[config.mk]
export PLATFORM = sky130hd
export DESIGN_NAME = tt_um_jimktrains_vslc_fetcher
export DESIGN_NICKNAME = d
export VERILOG_FILES = /design/src/rtl/tt_um_jimktrains_vslc_fetcher.sv
export SDC_FILE = /design/constraint.sdc
export NUM_CORES = 1
export LEC_CHECK = 0
export ABC_AREA = 1
export CAP_MARGIN = 15
export CORE_AREA = 2 2 182 148
export DETAILED_ROUTE_END_ITERATION = 10
export DIE_AREA = 0 0 184 150
export DONT_BUFFER_PORTS = 1
export GPL_ROUTABILITY_DRIVEN = 0
export HOLD_SLACK_MARGIN = 0.02
export MAX_ROUTING_LAYER = met4
export PLACE_DENSITY = 0.74
export SLEW_MARGIN = 10
export SYNTH_ARGS = -nofsm -noshare
export SYNTH_HDL_FRONTEND = slang
export SYNTH_SLANG_ARGS = --single-unit
[constraint.sdc]
create_clock -name clk -period 1.8 [get_ports clk]
set_input_delay 0.54 -clock clk [delete_from_list [all_inputs] [get_ports clk]]
set_output_delay 0.54 -clock clk [all_outputs]
set_load 0.05 [all_outputs]
[src/rtl/tt_um_jimktrains_vslc_fetcher.sv]
// Program store and scan sequencer for the VSLC executor: bit-serial program load
// into a small RAM, then cyclic replay of the program with per-scan input snapshots.
module tt_um_jimktrains_vslc_fetcher #(
  parameter int PROG_DEPTH = 32,
  parameter int ADDR_W     = 5
) (
  input  logic              clk,
  input  logic              rst_n,
  input  logic              load_en,
  input  logic              sclk,
  input  logic              sdata,
  input  logic              run_en,
  input  logic [7:0]        ui_in,
  output logic [7:0]        instr,
  output logic              instr_ready,
  output logic [7:0]        ui_scan,
  output logic [7:0]        ui_prev,
  output logic [15:0]       counter,
  output logic [ADDR_W:0]   prog_len,
  output logic              scan_done,
  output logic              overflow
);

  localparam logic [ADDR_W:0] DEPTH_C = (ADDR_W+1)'(PROG_DEPTH);
  localparam logic [ADDR_W:0] ONE_C   = (ADDR_W+1)'(1);
  localparam logic [ADDR_W:0] ZERO_C  = (ADDR_W+1)'(0);

  typedef enum logic [2:0] {
    ST_IDLE  = 3'd0,
    ST_LOAD  = 3'd1,
    ST_START = 3'd2,
    ST_SCAN  = 3'd3,
    ST_END   = 3'd4
  } state_t;

  state_t          state_r;
  logic [7:0]      mem_r [PROG_DEPTH];
  logic [2:0]      load_en_sync_r;
  logic [2:0]      sclk_sync_r;
  logic [1:0]      sdata_sync_r;
  logic [ADDR_W:0] load_ptr_r;
  logic [ADDR_W:0] pc_r;
  logic [2:0]      bit_cnt_r;
  logic [6:0]      shift_r;
  logic [7:0]      byte_r;
  logic            byte_vld_r;

  logic            load_rise_s;
  logic            load_fall_s;
  logic            sclk_rise_s;
  logic            sdata_s;
  logic            wr_en_s;

  // Bit [1] is the synchronized level, bit [2] its one-cycle history for edge detection.
  assign load_rise_s = load_en_sync_r[1] & ~load_en_sync_r[2];
  assign load_fall_s = ~load_en_sync_r[1] & load_en_sync_r[2];
  assign sclk_rise_s = sclk_sync_r[1] & ~sclk_sync_r[2];
  assign sdata_s     = sdata_sync_r[1];
  assign wr_en_s     = (state_r == ST_LOAD) && byte_vld_r && (load_ptr_r != DEPTH_C);

  // Synchronizers for the asynchronous load port.
  always_ff @(posedge clk or negedge rst_n) begin
    if (!rst_n) begin
      load_en_sync_r <= 3'd0;
      sclk_sync_r    <= 3'd0;
      sdata_sync_r   <= 2'd0;
    end else begin
      load_en_sync_r <= {load_en_sync_r[1:0], load_en};
      sclk_sync_r    <= {sclk_sync_r[1:0], sclk};
      sdata_sync_r   <= {sdata_sync_r[0], sdata};
    end
  end

  // Free-running cycle counter.
  always_ff @(posedge clk or negedge rst_n) begin
    if (!rst_n) begin
      counter <= 16'd0;
    end else begin
      counter <= counter + 16'd1;
    end
  end

  // Program RAM write port; contents deliberately survive reset.
  always_ff @(posedge clk) begin
    if (wr_en_s) begin
      mem_r[load_ptr_r[ADDR_W-1:0]] <= byte_r;
    end
  end

  // Load / scan sequencer with registered outputs.
  always_ff @(posedge clk or negedge rst_n) begin
    if (!rst_n) begin
      state_r     <= ST_IDLE;
      instr       <= 8'd0;
      instr_ready <= 1'b0;
      ui_scan     <= 8'd0;
      ui_prev     <= 8'd0;
      prog_len    <= ZERO_C;
      scan_done   <= 1'b0;
      overflow    <= 1'b0;
      load_ptr_r  <= ZERO_C;
      pc_r        <= ZERO_C;
      bit_cnt_r   <= 3'd0;
      shift_r     <= 7'd0;
      byte_r      <= 8'd0;
      byte_vld_r  <= 1'b0;
    end else begin
      scan_done  <= 1'b0;
      byte_vld_r <= 1'b0;
      if (load_rise_s) begin
        state_r     <= ST_LOAD;
        load_ptr_r  <= ZERO_C;
        bit_cnt_r   <= 3'd0;
        overflow    <= 1'b0;
        instr_ready <= 1'b0;
      end else begin
        case (state_r)
          ST_LOAD: begin
            instr_ready <= 1'b0;
            if (load_fall_s) begin
              prog_len  <= load_ptr_r;
              bit_cnt_r <= 3'd0;
              state_r   <= ST_IDLE;
            end else begin
              if (sclk_rise_s) begin
                shift_r   <= {shift_r[5:0], sdata_s};
                bit_cnt_r <= bit_cnt_r + 3'd1;
                if (bit_cnt_r == 3'd7) begin
                  byte_r     <= {shift_r, sdata_s};
                  byte_vld_r <= 1'b1;
                end
              end
              // A completed byte is committed one cycle later; past the end it only flags.
              if (byte_vld_r) begin
                if (load_ptr_r == DEPTH_C) begin
                  overflow <= 1'b1;
                end else begin
                  load_ptr_r <= load_ptr_r + ONE_C;
                end
              end
            end
          end
          ST_IDLE: begin
            instr_ready <= 1'b0;
            if (run_en && (prog_len != ZERO_C)) begin
              state_r <= ST_START;
            end
          end
          ST_START: begin
            ui_prev     <= ui_scan;
            ui_scan     <= ui_in;
            pc_r        <= ZERO_C;
            instr_ready <= 1'b0;
            state_r     <= ST_SCAN;
          end
          ST_SCAN: begin
            instr       <= mem_r[pc_r[ADDR_W-1:0]];
            instr_ready <= 1'b1;
            pc_r        <= pc_r + ONE_C;
            if (pc_r == (prog_len - ONE_C)) begin
              state_r <= ST_END;
            end
          end
          ST_END: begin
            instr_ready <= 1'b0;
            scan_done   <= 1'b1;
            state_r     <= run_en ? ST_START : ST_IDLE;
          end
          default: begin
            instr_ready <= 1'b0;
            state_r     <= ST_IDLE;
          end
        endcase
      end
    end
  end

endmodule

==> run summary, run 1 <==
relative slew slack - 60.4%
vias - 10100
final hold vios - 91
CP arrival - 2.07 ns
post-place setup slack - -0.0513 ns
Synth area leader - edfxtp_1
Port Buffers - 0
nets - 1455
CP Class - register to register
final setup fails - 192
ys async rst share - 26.2%
slew at the pin closest to its max-slew limit - 0.594 ns
fill count - 1834
Crit. End Element - register
P_int - 15.0 mW
Comb power frac - 26.3%
NetSw - 8.33 mW
Synth cell types - 37
Worst Skew - 0.0193 ns
first-pass GRT wire length - 52700 um
drt total wl - 35100 um
hold slack - -0.278 ns
Die X - 184 um
Overall Global Routing Usage - 26.0%
Core Box Area - 25900 sq um
RR Startpoint - load_ptr_r[0]$_DFFE_PN0P_
final antenna-violating net count - 0
reg2reg setup slack - -0.05 ns
Slew Viols, Final - 0
synthesized net count - 1359
I/O pin count - 63
Worst Hold Class - input pin to asynchronous set/reset pin
DP Wirelength - 22300 um
worst vdd ir - 0.760 mV
worst reg2reg path depth - 9
syn avg cell area - 10.9 sq um
clk root buf - clkbuf_16
clock buffer depth - 3
H-tree Lvls - 2
share of the synthesized area in the top cell type - 53.2%
Syn Inst Count - 1332
violated checks - negative hold slack, negative setup slack
Main synth FF type - edfxtp_1
Initial Utilization - 55.9%
Layout Cells excl Fill - 1783
pwr/cell area - 1380 nW/um^2
DR iter-0 viols - 1418
WP data required - 2.02 ns
proportion of layout cells with a drive suffix above 1 - 16.0%
Rows - 53
reg2reg end - mem_r[30][6]$_DFFE_PP_
final setup margin - -0.0482 ns
Post-Syn Area - 14500 sq um
Clock Sinks - 347
Final period util - 103%
Routed WL per cell - 19.7 um
leakage dissipation - 6.76 nW
CTS buffer count - 34
antenna cell count - 0
Syn. warnings - 0
synth-to-layout area growth - 17.5%
ranking of synthesized cells by area - edfxtp_1, dfrtp_1, nand2_1, nand3_1, nor2_1
Worst-Skew Late Latency - 0.51 ns
Seq pwr share - 44.1%
synth cell count leaders - nand2_1, edfxtp_1, nand3_1, dfrtp_1, nor2_1
die footprint - 27600 sq um
Net Sw Frac - 35.7%
Fmax achieved - 541 MHz
top-count cell post-synth - nand2_1
Vias/cell - 5.69
MaxCap Viol Count - 0
number of flops mapped to enable cells by yosys - 256
Final min period - 1.85 ns
DRC viols - 0
Seq/Total Area, Yosys - 68.9%
synthesized flop and latch total - 347
power share of the clock group - 29.5%
CTS tree - yes
Overflow after GRT - 0
startpoint types - register
Die H - 150 um
RSZ-0062 raised after global routing - true
vias in the first global route - 9318
placed cell count - 1713
DR pass1 iterations - 6
Worst-path clk slew - 0.06 ns
largest net degree at the start of global routing - 92
antenna violations before repair - 0
status - complete, but fails checks
highest fanout seen on the critical path - 8
[registers in the layout (all words and copies together) (netlist names)]
register,count
bit_cnt_r,3
byte_r,8
byte_vld_r,1
counter,16
instr,8
instr_ready,1
load_en_sync_r,3
load_ptr_r,6
mem_r,256
overflow,1
pc_r,6
prog_len,6
scan_done,1
sclk_sync_r,3
sdata_sync_r,2
shift_r,7
state_r,3
ui_prev,8
ui_scan,8
[stage by stage]
| step | util, % | total power [mW] | TNS [ns] | area, sq um |
|---|---|---|---|---|
| floorplan | - | 14.3 | -33.39 | 14500 |
| global placement | 59.8 | 16.0 | -0.331 | 15500 |
| detailed placement | 59.8 | 16.2 | -0.409 | 15500 |
| CTS | 64.4 | 23.1 | 0 | 16600 |
| global route | 65.7 | 24.4 | -14.83 | 17000 |
| finish | 65.7 | 23.4 | -3.68 | 17000 |
[worst max-delay path, stage by stage (launching register included)]
cell and delay (ns):
dfrtp_1 0.36, inv_2 0.06, ha_4 0.16, nand2_4 0.06, nor2_4 0.04, nor3_4 0.30, nand2_1 0.11, buf_6 0.18
nor2_1 0.10, buf_4 0.18
[worst max-delay path by stage]
stage | startpoint | end | slack [ns] | cells after the start
2_1_floorplan | load_ptr_r[0]$_DFFE_PN0P_ | mem_r[28][0]$_DFFE_PP_ | -0.13 | 7
3_3_place_gp | load_ptr_r[0]$_DFFE_PN0P_ | mem_r[27][0]$_DFFE_PP_ | -0.02 | 9
3_5_place_dp | load_ptr_r[0]$_DFFE_PN0P_ | mem_r[27][0]$_DFFE_PP_ | -0.05 | 9
4_1_cts | load_ptr_r[0]$_DFFE_PN0P_ | mem_r[11][7]$_DFFE_PP_ | 0.0008 | 9
5_1_grt | load_ptr_r[1]$_DFFE_PN0P_ | mem_r[8][6]$_DFFE_PP_ | -0.11 | 9
6_report | load_ptr_r[0]$_DFFE_PN0P_ | mem_r[30][6]$_DFFE_PP_ | -0.05 | 9
[power groups by stage]
stage | Combinational (mW) | Sequential, mW | Clock [mW]
floorplan | 3.90 | 10.4 | 0
global placement | 5.57 | 10.4 | 0
detailed placement | 5.70 | 10.5 | 0
CTS | 5.84 | 10.3 | 6.96
global route | 6.77 | 10.3 | 7.26
finish | 6.15 | 10.3 | 6.90
[metal layers]
layer	share of wire (%)	GRT usage, %	wire [um]
met1	43	38.1	15100
met2	46	38.5	16100
met3	9.0	3.89	3150
met4	2.2	6.68	764
met5	0	-	0
[logic make-up after synthesis]
family | count (synthesis) | synth area share (%)
adders and majority gates | 13 | 1.13
DFF | 347 | 68.9
and+or+nand+nor | 759 | 22.2
AOI/OAI and AO/OA | 66 | 2.36
xor gates and xnor gates | 19 | 1.15
buffers and inverters | 126 | 4.08
muxes | 2 | 0.156
[timing repair]
action	CTS	global route
buffers inserted	4	4
endpoints found under the hold margin	91	91
gates cloned	0	1
pin swaps	3	7
resized for setup	22	82
setup endpoints to repair	70	268
[layout by cell type, fill, tap and decap left out, types with 4 or more instances in the layout]
cell,instances
nand2_1,451
edfxtp_1,256
nand3_1,214
dfrtp_1,86
buf_4,74
inv_1,56
o21ai_0,40
clkbuf_16,35
buf_6,35
nor2_1,34
nor2_4,17
nor2_2,16
a21oi_1,15
xor2_1,14
ha_1,12
clkbuf_1,11
nand2_2,8
inv_2,7
buf_12,7
nor3_1,6
xnor2_1,5
nand4_1,5
o21ai_1,5
clkinv_2,4
dfrtp_2,4
[layout make-up]
type	instances	area [sq um]	share of cell area, %
flip-flops and latches	347	9970	58.7
repair inverters	1	7.51	0.0442
inverters	67	269	1.58
repair buffers	118	1140	6.74
well taps	330	413	2.43
clock buffers	49	958	5.64
clock inverters	12	118	0.693
multi-input cells	859	4100	24.1
Note: power is estimated with default switching activity, not from simulation.
==> run 2: changes to the inputs <==
--- a/config.mk
+++ b/config.mk
@@ -7,14 +7,16 @@
 export LEC_CHECK = 0
 export ABC_AREA = 1
 export CAP_MARGIN = 15
-export CORE_AREA = 2 2 182 148
+export CORE_AREA = 2 2 185 150
+export CTS_CLUSTER_SIZE = 14
 export DETAILED_ROUTE_END_ITERATION = 10
-export DIE_AREA = 0 0 184 150
+export DIE_AREA = 0 0 187 152
 export DONT_BUFFER_PORTS = 1
 export GPL_ROUTABILITY_DRIVEN = 0
 export HOLD_SLACK_MARGIN = 0.02
 export MAX_ROUTING_LAYER = met4
-export PLACE_DENSITY = 0.74
+export PLACE_DENSITY = 0.73
+export SKIP_LAST_GASP = 1
 export SLEW_MARGIN = 10
 export SYNTH_ARGS = -nofsm -noshare
 export SYNTH_HDL_FRONTEND = slang
==> run 2 against run 1 <==
Compared with the run above: sequential cell count unchanged; clock power about the same; the flow still finishes with violations (negative hold slack, negative setup slack); wire length up 1.8%; non-clock buffer count down 5; cell area up 0.71%; sequential power about the same; combinational power up 1%; clock skew up 0.0052 ns; critical path depth unchanged; global-route usage down 0.58 points; hold slack worse by 0.018 ns.
==> run summary, run 2 (synthesized netlist as in run 1, its figures left out) <==
status - complete, but fails checks (unchanged)
violated checks - negative hold slack, negative setup slack (unchanged)
DP Wirelength - 22100 um (was 22300 um)
CTS tree - yes (unchanged)
Final period util - 106% (was 103%)
clock buffer depth - 3 (unchanged)
Clock Sinks - 347 (unchanged)
Overall Global Routing Usage - 25.4% (was 26.0%)
largest net degree at the start of global routing - 92 (unchanged)
most common cell after layout, fill and taps aside - nand2_1 (unchanged)
DRC viols - 0 (unchanged)
nets - 1449 (was 1455)
Vias/cell - 5.60 (was 5.69)
final setup margin - -0.113 ns (was -0.0482 ns)
family with the most delay on the worst path - simple AND/OR/NAND/NOR gates (unchanged)
CP Class - register to register (unchanged)
Rows - 54 (was 53)
final setup fails - 256 (was 192)
Slowest cell on crit path - dfrtp_1 (unchanged)
RR Startpoint - load_ptr_r[0]$_DFFE_PN0P_ (unchanged)
CP bufs+invs - 3 (unchanged)
pwr/cell area - 1370 nW/um^2 (was 1380 nW/um^2)
antenna violations before repair - 0 (unchanged)
Worst Skew - 0.0245 ns (was 0.0193 ns)
Die H - 152 um (was 150 um)
vias in the first global route - 9743 (was 9318)
Worst path depth - 9 (unchanged)
Die X - 187 um (was 184 um)
final hold vios - 91 (unchanged)
H-tree Lvls - 2 (unchanged)
first-pass GRT wire length - 54000 um (was 52700 um)
Worst Hold Class - input pin to asynchronous set/reset pin (unchanged)
die footprint - 28400 sq um (was 27600 sq um)
number of flip-flops under the largest register name - 256 (unchanged)
CP most frequent cell - buf_6
Fmax achieved - 523 MHz (was 541 MHz)
Layout Cells excl Fill - 1810 (was 1783)
Crit. Startpoint - load_ptr_r[0]$_DFFE_PN0P_ (unchanged)
Core Util, Final - 63.8% (was 65.7%)
startpoint types - register (unchanged)
leading cell types in the layout, fill and taps excluded - nand2_1, edfxtp_1, nand3_1 (unchanged)
DR pass1 iterations - 6 (unchanged)
Slew Viols, Final - 0 (unchanged)
I/O pin count - 63 (unchanged)
Initial Utilization - 53.9% (was 55.9%)
clk root buf - clkbuf_16 (unchanged)
fill count - 1987 (was 1834)
Critical Path End - mem_r[6][5]$_DFFE_PP_ (was mem_r[30][6]$_DFFE_PP_)
synth-to-layout area growth - 18.3% (was 17.5%)
CTS buffer count - 34 (unchanged)
worst reg2reg path depth - 9 (unchanged)
Core Box Area - 26800 sq um (was 25900 sq um)
CP arrival - 2.13 ns (was 2.07 ns)
vias - 10100 (about the same)
Crit. End Element - register (unchanged)
highest fanout seen on the critical path - 8 (unchanged)
hold slack - -0.296 ns (was -0.278 ns)
Overflow after GRT - 0 (unchanged)
Crit path largest cell delay - 0.36 ns (about the same)
relative slew slack - 60.2% (was 60.4%)
final antenna-violating net count - 0 (unchanged)
Routed WL per cell - 19.7 um (about the same)
drt total wl - 35700 um (was 35100 um)
MaxCap Viol Count - 0 (unchanged)
Final min period - 1.91 ns (was 1.85 ns)
DR iter-0 viols - 1242 (was 1418)
proportion of layout cells with a drive suffix above 1 - 16.0% (about the same)
leakage dissipation - 6.80 nW (was 6.76 nW)
RSZ-0062 raised after global routing - true (unchanged)
antenna cell count - 0 (unchanged)
Port Buffers - 0 (unchanged)
placed cell count - 1745 (was 1713)
slew at the pin closest to its max-slew limit - 0.595 ns (was 0.594 ns)
Worst-path clk slew - 0.07 ns (was 0.06 ns)
worst vdd ir - 1.14 mV (was 0.760 mV)
WP data required - 2.02 ns (about the same)
Worst-Skew Late Latency - 0.53 ns (was 0.51 ns)
reg2reg setup slack - -0.11 ns (was -0.05 ns)
critical path cell sequence - inv_2 -> ha_4 -> nand2_4 -> nor2_4 -> nor3_4 -> nand2_2 -> buf_6 -> nor2_2 -> buf_6 (was inv_2 -> ha_4 -> nand2_4 -> nor2_4 -> nor3_4 -> nand2_1 -> buf_6 -> nor2_1 -> buf_4)
reg2reg end - mem_r[6][5]$_DFFE_PP_ (was mem_r[30][6]$_DFFE_PP_)
==> run 2: cell count changes in the layout (fill, tap and decap cells not counted), sizes merged <==
| cell | delta |
|---|---|
| buf | -8 |
| bufinv | -1 |
| clkbuf | +2 |
| clkinv | +3 |
| clkinvlp | -2 |
| inv | -1 |
==> run 2: repair_timing <==
item                                   4_1_cts  5_1_grt
gates cloned                                 0        3
pin swaps                                    0        6
setup buffers                                0        2
gates resized for setup                      8      107
setup endpoints to repair                  256      264
endpoints found under the hold margin       91       91
==> run 2: where the power goes <==
part / internal (mW) / total, mW / switching, mW
combinational: 2.09 / 6.23 / 4.14
sequential: 8.96 / 10.3 / 1.33
clock: 4.00 / 6.88 / 2.87
total: 15.1 / 23.4 / 8.34
==> run 2: worst reg2reg max path: cells and delay by family, from the launching register on <==
kind | cells | cell delay [ns]
AND/OR/NAND/NOR | 5 | 0.72
adder cells (fa/ha/maj) | 1 | 0.17
buffers and inverters | 3 | 0.38
flip-flops | 1 | 0.36
==> run 2: how the worst min path moves through the flow <==
| stage | startpoint | end | depth (start not counted) |
|---|---|---|---|
| after floorplan | rst_n | bit_cnt_r[0]$_DFFE_PN0P_ | 0 |
| after global placement | rst_n | ui_prev[4]$_DFFE_PN0P_ | 0 |
| after detailed placement | rst_n | ui_prev[7]$_DFFE_PN0P_ | 0 |
| after CTS | rst_n | pc_r[0]$_DFFE_PN0P_ | 0 |
| after global routing | rst_n | ui_prev[4]$_DFFE_PN0P_ | 0 |
| final | rst_n | instr[0]$_DFFE_PN0P_ | 0 |
==> run 2: layout make-up <==
type | count | area [sq um] | area share (%)
clock inverter | 12 | 80.1 | 0.468
multi-input combinational | 859 | 4110 | 24.1
timing repair buffer | 113 | 1210 | 7.09
inverter | 67 | 268 | 1.57
sequential | 347 | 9980 | 58.3
tap | 364 | 455 | 2.66
clock buffer | 48 | 997 | 5.83
==> run 2: layer usage <==
| metal | wire length, um | GRT usage [%] | vias to the layer above |
|---|---|---|---|
| met4 | 869 | 8.31 | 0 |
| met5 | 0 | - | - |
| li1 | - | - | 4707 |
| met3 | 3750 | 6.05 | 70 |
| met2 | 16300 | 37.5 | 535 |
| met1 | 14800 | 35.1 | 4822 |
==> run 2: stage by stage <==
step | worst slack, ns | total power [mW] | area (sq um) | hold WS, ns | TNS, ns
3_5_place_dp | -0.0855 | 16.1 | 15500 | 0.246 | -14.19
6_report | -0.113 | 23.4 | 17100 | -0.296 | -18.40
3_3_place_gp | -0.0647 | 15.9 | 15500 | 0.246 | -4.68
2_1_floorplan | -0.130 | 14.3 | 14500 | 0.244 | -33.39
4_1_cts | -0.0247 | 22.9 | 16600 | -0.303 | -0.673
5_1_grt | -0.176 | 24.5 | 17100 | -0.304 | -33.73
==> run 3: changes to the inputs <==
--- a/config.mk
+++ b/config.mk
@@ -6,16 +6,16 @@
 export NUM_CORES = 1
 export LEC_CHECK = 0
 export ABC_AREA = 1
+export BUFFER_PORTS_ARGS = -buffer_cell sky130_fd_sc_hd__buf_2
 export CAP_MARGIN = 15
-export CORE_AREA = 2 2 185 150
+export CORE_AREA = 5 5 188 153
 export CTS_CLUSTER_SIZE = 14
 export DETAILED_ROUTE_END_ITERATION = 10
-export DIE_AREA = 0 0 187 152
-export DONT_BUFFER_PORTS = 1
+export DIE_AREA = 0 0 193 158
 export GPL_ROUTABILITY_DRIVEN = 0
 export HOLD_SLACK_MARGIN = 0.02
 export MAX_ROUTING_LAYER = met4
-export PLACE_DENSITY = 0.73
+export PLACE_DENSITY = 0.75
 export SKIP_LAST_GASP = 1
 export SLEW_MARGIN = 10
 export SYNTH_ARGS = -nofsm -noshare
==> run 3 against run 2 <==
Compared with the run above: the run now ends clean; wire length rose by 5.9%; global-route usage fell by 0.75 points; sequential share of layout area decreased by 0.71 points; count of clock-buffer cells in the layout is 6 higher; non-clock buffer count up 49; total power up 1.8%; clock skew is 0.0082 ns lower; via count rose by 3.4%; worst setup slack better by 0.12 ns; largest cell class unchanged.
==> run summary, run 3 (synthesized netlist as in run 1, its figures left out) <==
H-tree Lvls - 2 (unchanged)
largest net degree at the start of global routing - 68 (was 92)
Slew Viols, Final - 0 (unchanged)
antenna violations before repair - 0 (unchanged)
area occupied by multi-input gates - 4140 sq um (was 4110 sq um)
clock buffer depth - 3 (unchanged)
leading cell types in the layout, fill and taps excluded - nand2_1, edfxtp_1, nand3_1 (unchanged)
Crit. Startpoint - pc_r[0]$_DFFE_PN0P_ (was load_ptr_r[0]$_DFFE_PN0P_)
Final period util - 99.6% (was 106%)
RSZ-0062 raised after global routing - true (unchanged)
Overall Global Routing Usage - 24.7% (was 25.4%)
DR iter-0 viols - 1226 (was 1242)
Clock Sinks - 347 (unchanged)
Final min period - 1.79 ns (was 1.91 ns)
startpoint types - register (unchanged)
DR pass1 iterations - 5 (was 6)
die footprint - 30500 sq um (was 28400 sq um)
pwr/cell area - 1380 nW/um^2 (was 1370 nW/um^2)
Core Box Area - 26800 sq um (unchanged)
Rows - 54 (unchanged)
CP bufs+invs - 2 (was 3)
Worst Skew - 0.0162 ns (was 0.0245 ns)
nets - 1500 (was 1449)
highest fanout seen on the critical path - 25 (was 8)
antenna cell count - 0 (unchanged)
CTS tree - yes (unchanged)
post-place instance area - 15700 sq um (was 15500 sq um)
Worst-path clk slew - 0.06 ns (was 0.07 ns)
critical path cell sequence - clkinv_8 -> buf_16 -> nand2_1 -> nand3_1 -> nand3_1 -> nand2_1 -> nand2_1 -> nand3_1 -> nand3_1 -> nand2_1 (was inv_2 -> ha_4 -> nand2_4 -> nor2_4 -> nor3_4 -> nand2_2 -> buf_6 -> nor2_2 -> buf_6)
worst reg2reg path depth - 10 (was 9)
number of flip-flops under the largest register name - 256 (unchanged)
reg2reg setup slack - 0.007 ns (was -0.11 ns)
Vias/cell - 5.63 (was 5.60)
Overflow after GRT - 0 (unchanged)
Worst Hold Class - input pin to register (was input pin to asynchronous set/reset pin)
Crit path largest cell delay - 0.54 ns (was 0.36 ns)
FF/Latch Area - 9980 sq um (unchanged)
post-route cell area - 17300 sq um (was 17100 sq um)
Layout Cells excl Fill - 1860 (was 1810)
Slowest cell on crit path - dfrtp_4 (was dfrtp_1)
RR Startpoint - pc_r[0]$_DFFE_PN0P_ (was load_ptr_r[0]$_DFFE_PN0P_)
final setup fails - 0 (was 256)
WP data required - 2.18 ns (was 2.02 ns)
Core Util, Final - 64.5% (was 63.8%)
synth-to-layout area growth - 19.8% (was 18.3%)
Die H - 158 um (was 152 um)
family with the most delay on the worst path - simple AND/OR/NAND/NOR gates (unchanged)
Crit. End Element - register (unchanged)
slew at the pin closest to its max-slew limit - 0.513 ns (was 0.595 ns)
final antenna-violating net count - 0 (unchanged)
status - completed (was complete, but fails checks)
vias - 10500 (was 10100)
fill count - 2000 (was 1987)
Die X - 193 um (was 187 um)
drt total wl - 37800 um (was 35700 um)
placed cell count - 1787 (was 1745)
Port Buffers - 62 (was 0)
relative slew slack - 65.7% (was 60.2%)
CTS buffer count - 34 (unchanged)
MaxCap Viol Count - 0 (unchanged)
worst vdd ir - 0.871 mV (was 1.14 mV)
Initial Utilization - 53.9% (unchanged)
leakage dissipation - 6.99 nW (was 6.80 nW)
reg2reg end - instr[4]$_DFFE_PN0P_ (was mem_r[6][5]$_DFFE_PP_)
Fmax achieved - 558 MHz (was 523 MHz)
CP arrival - 2.18 ns (was 2.13 ns)
clk root buf - clkbuf_16 (unchanged)
proportion of layout cells with a drive suffix above 1 - 19.3% (was 16.0%)
Critical Path End - instr[4]$_DFFE_PN0P_ (was mem_r[6][5]$_DFFE_PP_)
DP Wirelength - 23100 um (was 22100 um)
Worst-Skew Late Latency - 0.51 ns (was 0.53 ns)
I/O pin count - 63 (unchanged)
vias in the first global route - 9865 (was 9743)
most common cell after layout, fill and taps aside - nand2_1 (unchanged)
final hold vios - 0 (was 91)
CP Class - register to register (unchanged)
first-pass GRT wire length - 56000 um (was 54000 um)
Routed WL per cell - 20.3 um (was 19.7 um)
DRC viols - 0 (unchanged)
Worst path depth - 10 (was 9)
==> run 3: area by class of cell <==
type / count / share of cell area [%]
sequential: 347 / 57.6
multi-input combinational: 859 / 23.9
timing repair buffer: 162 / 8.08
clock buffer: 54 / 5.95
tap: 364 / 2.63
inverter: 67 / 1.55
clock inverter: 5 / 0.159
timing repair inverter: 2 / 0.0939
==> run 3: timing repair <==
action | 4_1_cts | 5_1_grt
cloned | 0 | 5
setup endpoints to repair | 157 | 273
pin swaps | 7 | 11
gates resized for setup | 38 | 92
hold buffers | 1 | 0
buffers inserted | 0 | 8
hold endpoints to repair | 18 | 0
==> run 3: worst min path at each step <==
| stage | start | endpoint | slack (ns) | cells past startpoint |
|---|---|---|---|---|
| detailed placement | sdata_sync_r[0]$_DFF_PN0_ | sdata_sync_r[1]$_DFF_PN0_ | 0.34 | 0 |
| CTS | sclk | sclk_sync_r[0]$_DFF_PN0_ | 0.13 | 1 |
| finish | sclk | sclk_sync_r[0]$_DFF_PN0_ | 0.14 | 1 |
| global placement | sclk_sync_r[0]$_DFF_PN0_ | sclk_sync_r[1]$_DFF_PN0_ | 0.33 | 0 |
| floorplan | rst_n | bit_cnt_r[0]$_DFFE_PN0P_ | 0.24 | 0 |
| global route | load_en | load_en_sync_r[0]$_DFF_PN0_ | 0.13 | 1 |
==> run 3: report_power, final <==
part           internal, mW  switching (mW)  total, mW  leakage, nW
Combinational          2.30            5.42       7.72         3.24
Clock                  3.92            2.85       6.78        0.517
Sequential             8.98           0.346       9.32         3.23
Total                  15.2            8.62       23.8         6.99
==> run 3: through the flow <==
step / setup slack (ns) / power [mW] / hold WS (ns) / setup TNS [ns]
final: 0.00680 / 23.8 / 0.144 / 0
after global routing: -0.0474 / 24.9 / 0.129 / -4.52
after CTS: -0.0503 / 23.2 / 0.133 / -0.418
after detailed placement: -0.0567 / 16.4 / 0.344 / -2.26
after global placement: 0.000136 / 16.2 / 0.333 / 0
after floorplan: -0.130 / 14.3 / 0.244 / -33.39
==> run 3: layer usage <==
| metal | routed length, um | global-route usage (%) | vias to the layer above |
|---|---|---|---|
| li1 | - | - | 4794 |
| met1 | 16000 | 36.0 | 5040 |
| met2 | 16900 | 34.9 | 558 |
| met3 | 3880 | 5.64 | 87 |
| met4 | 1040 | 7.65 | 0 |
| met5 | 0 | - | - |
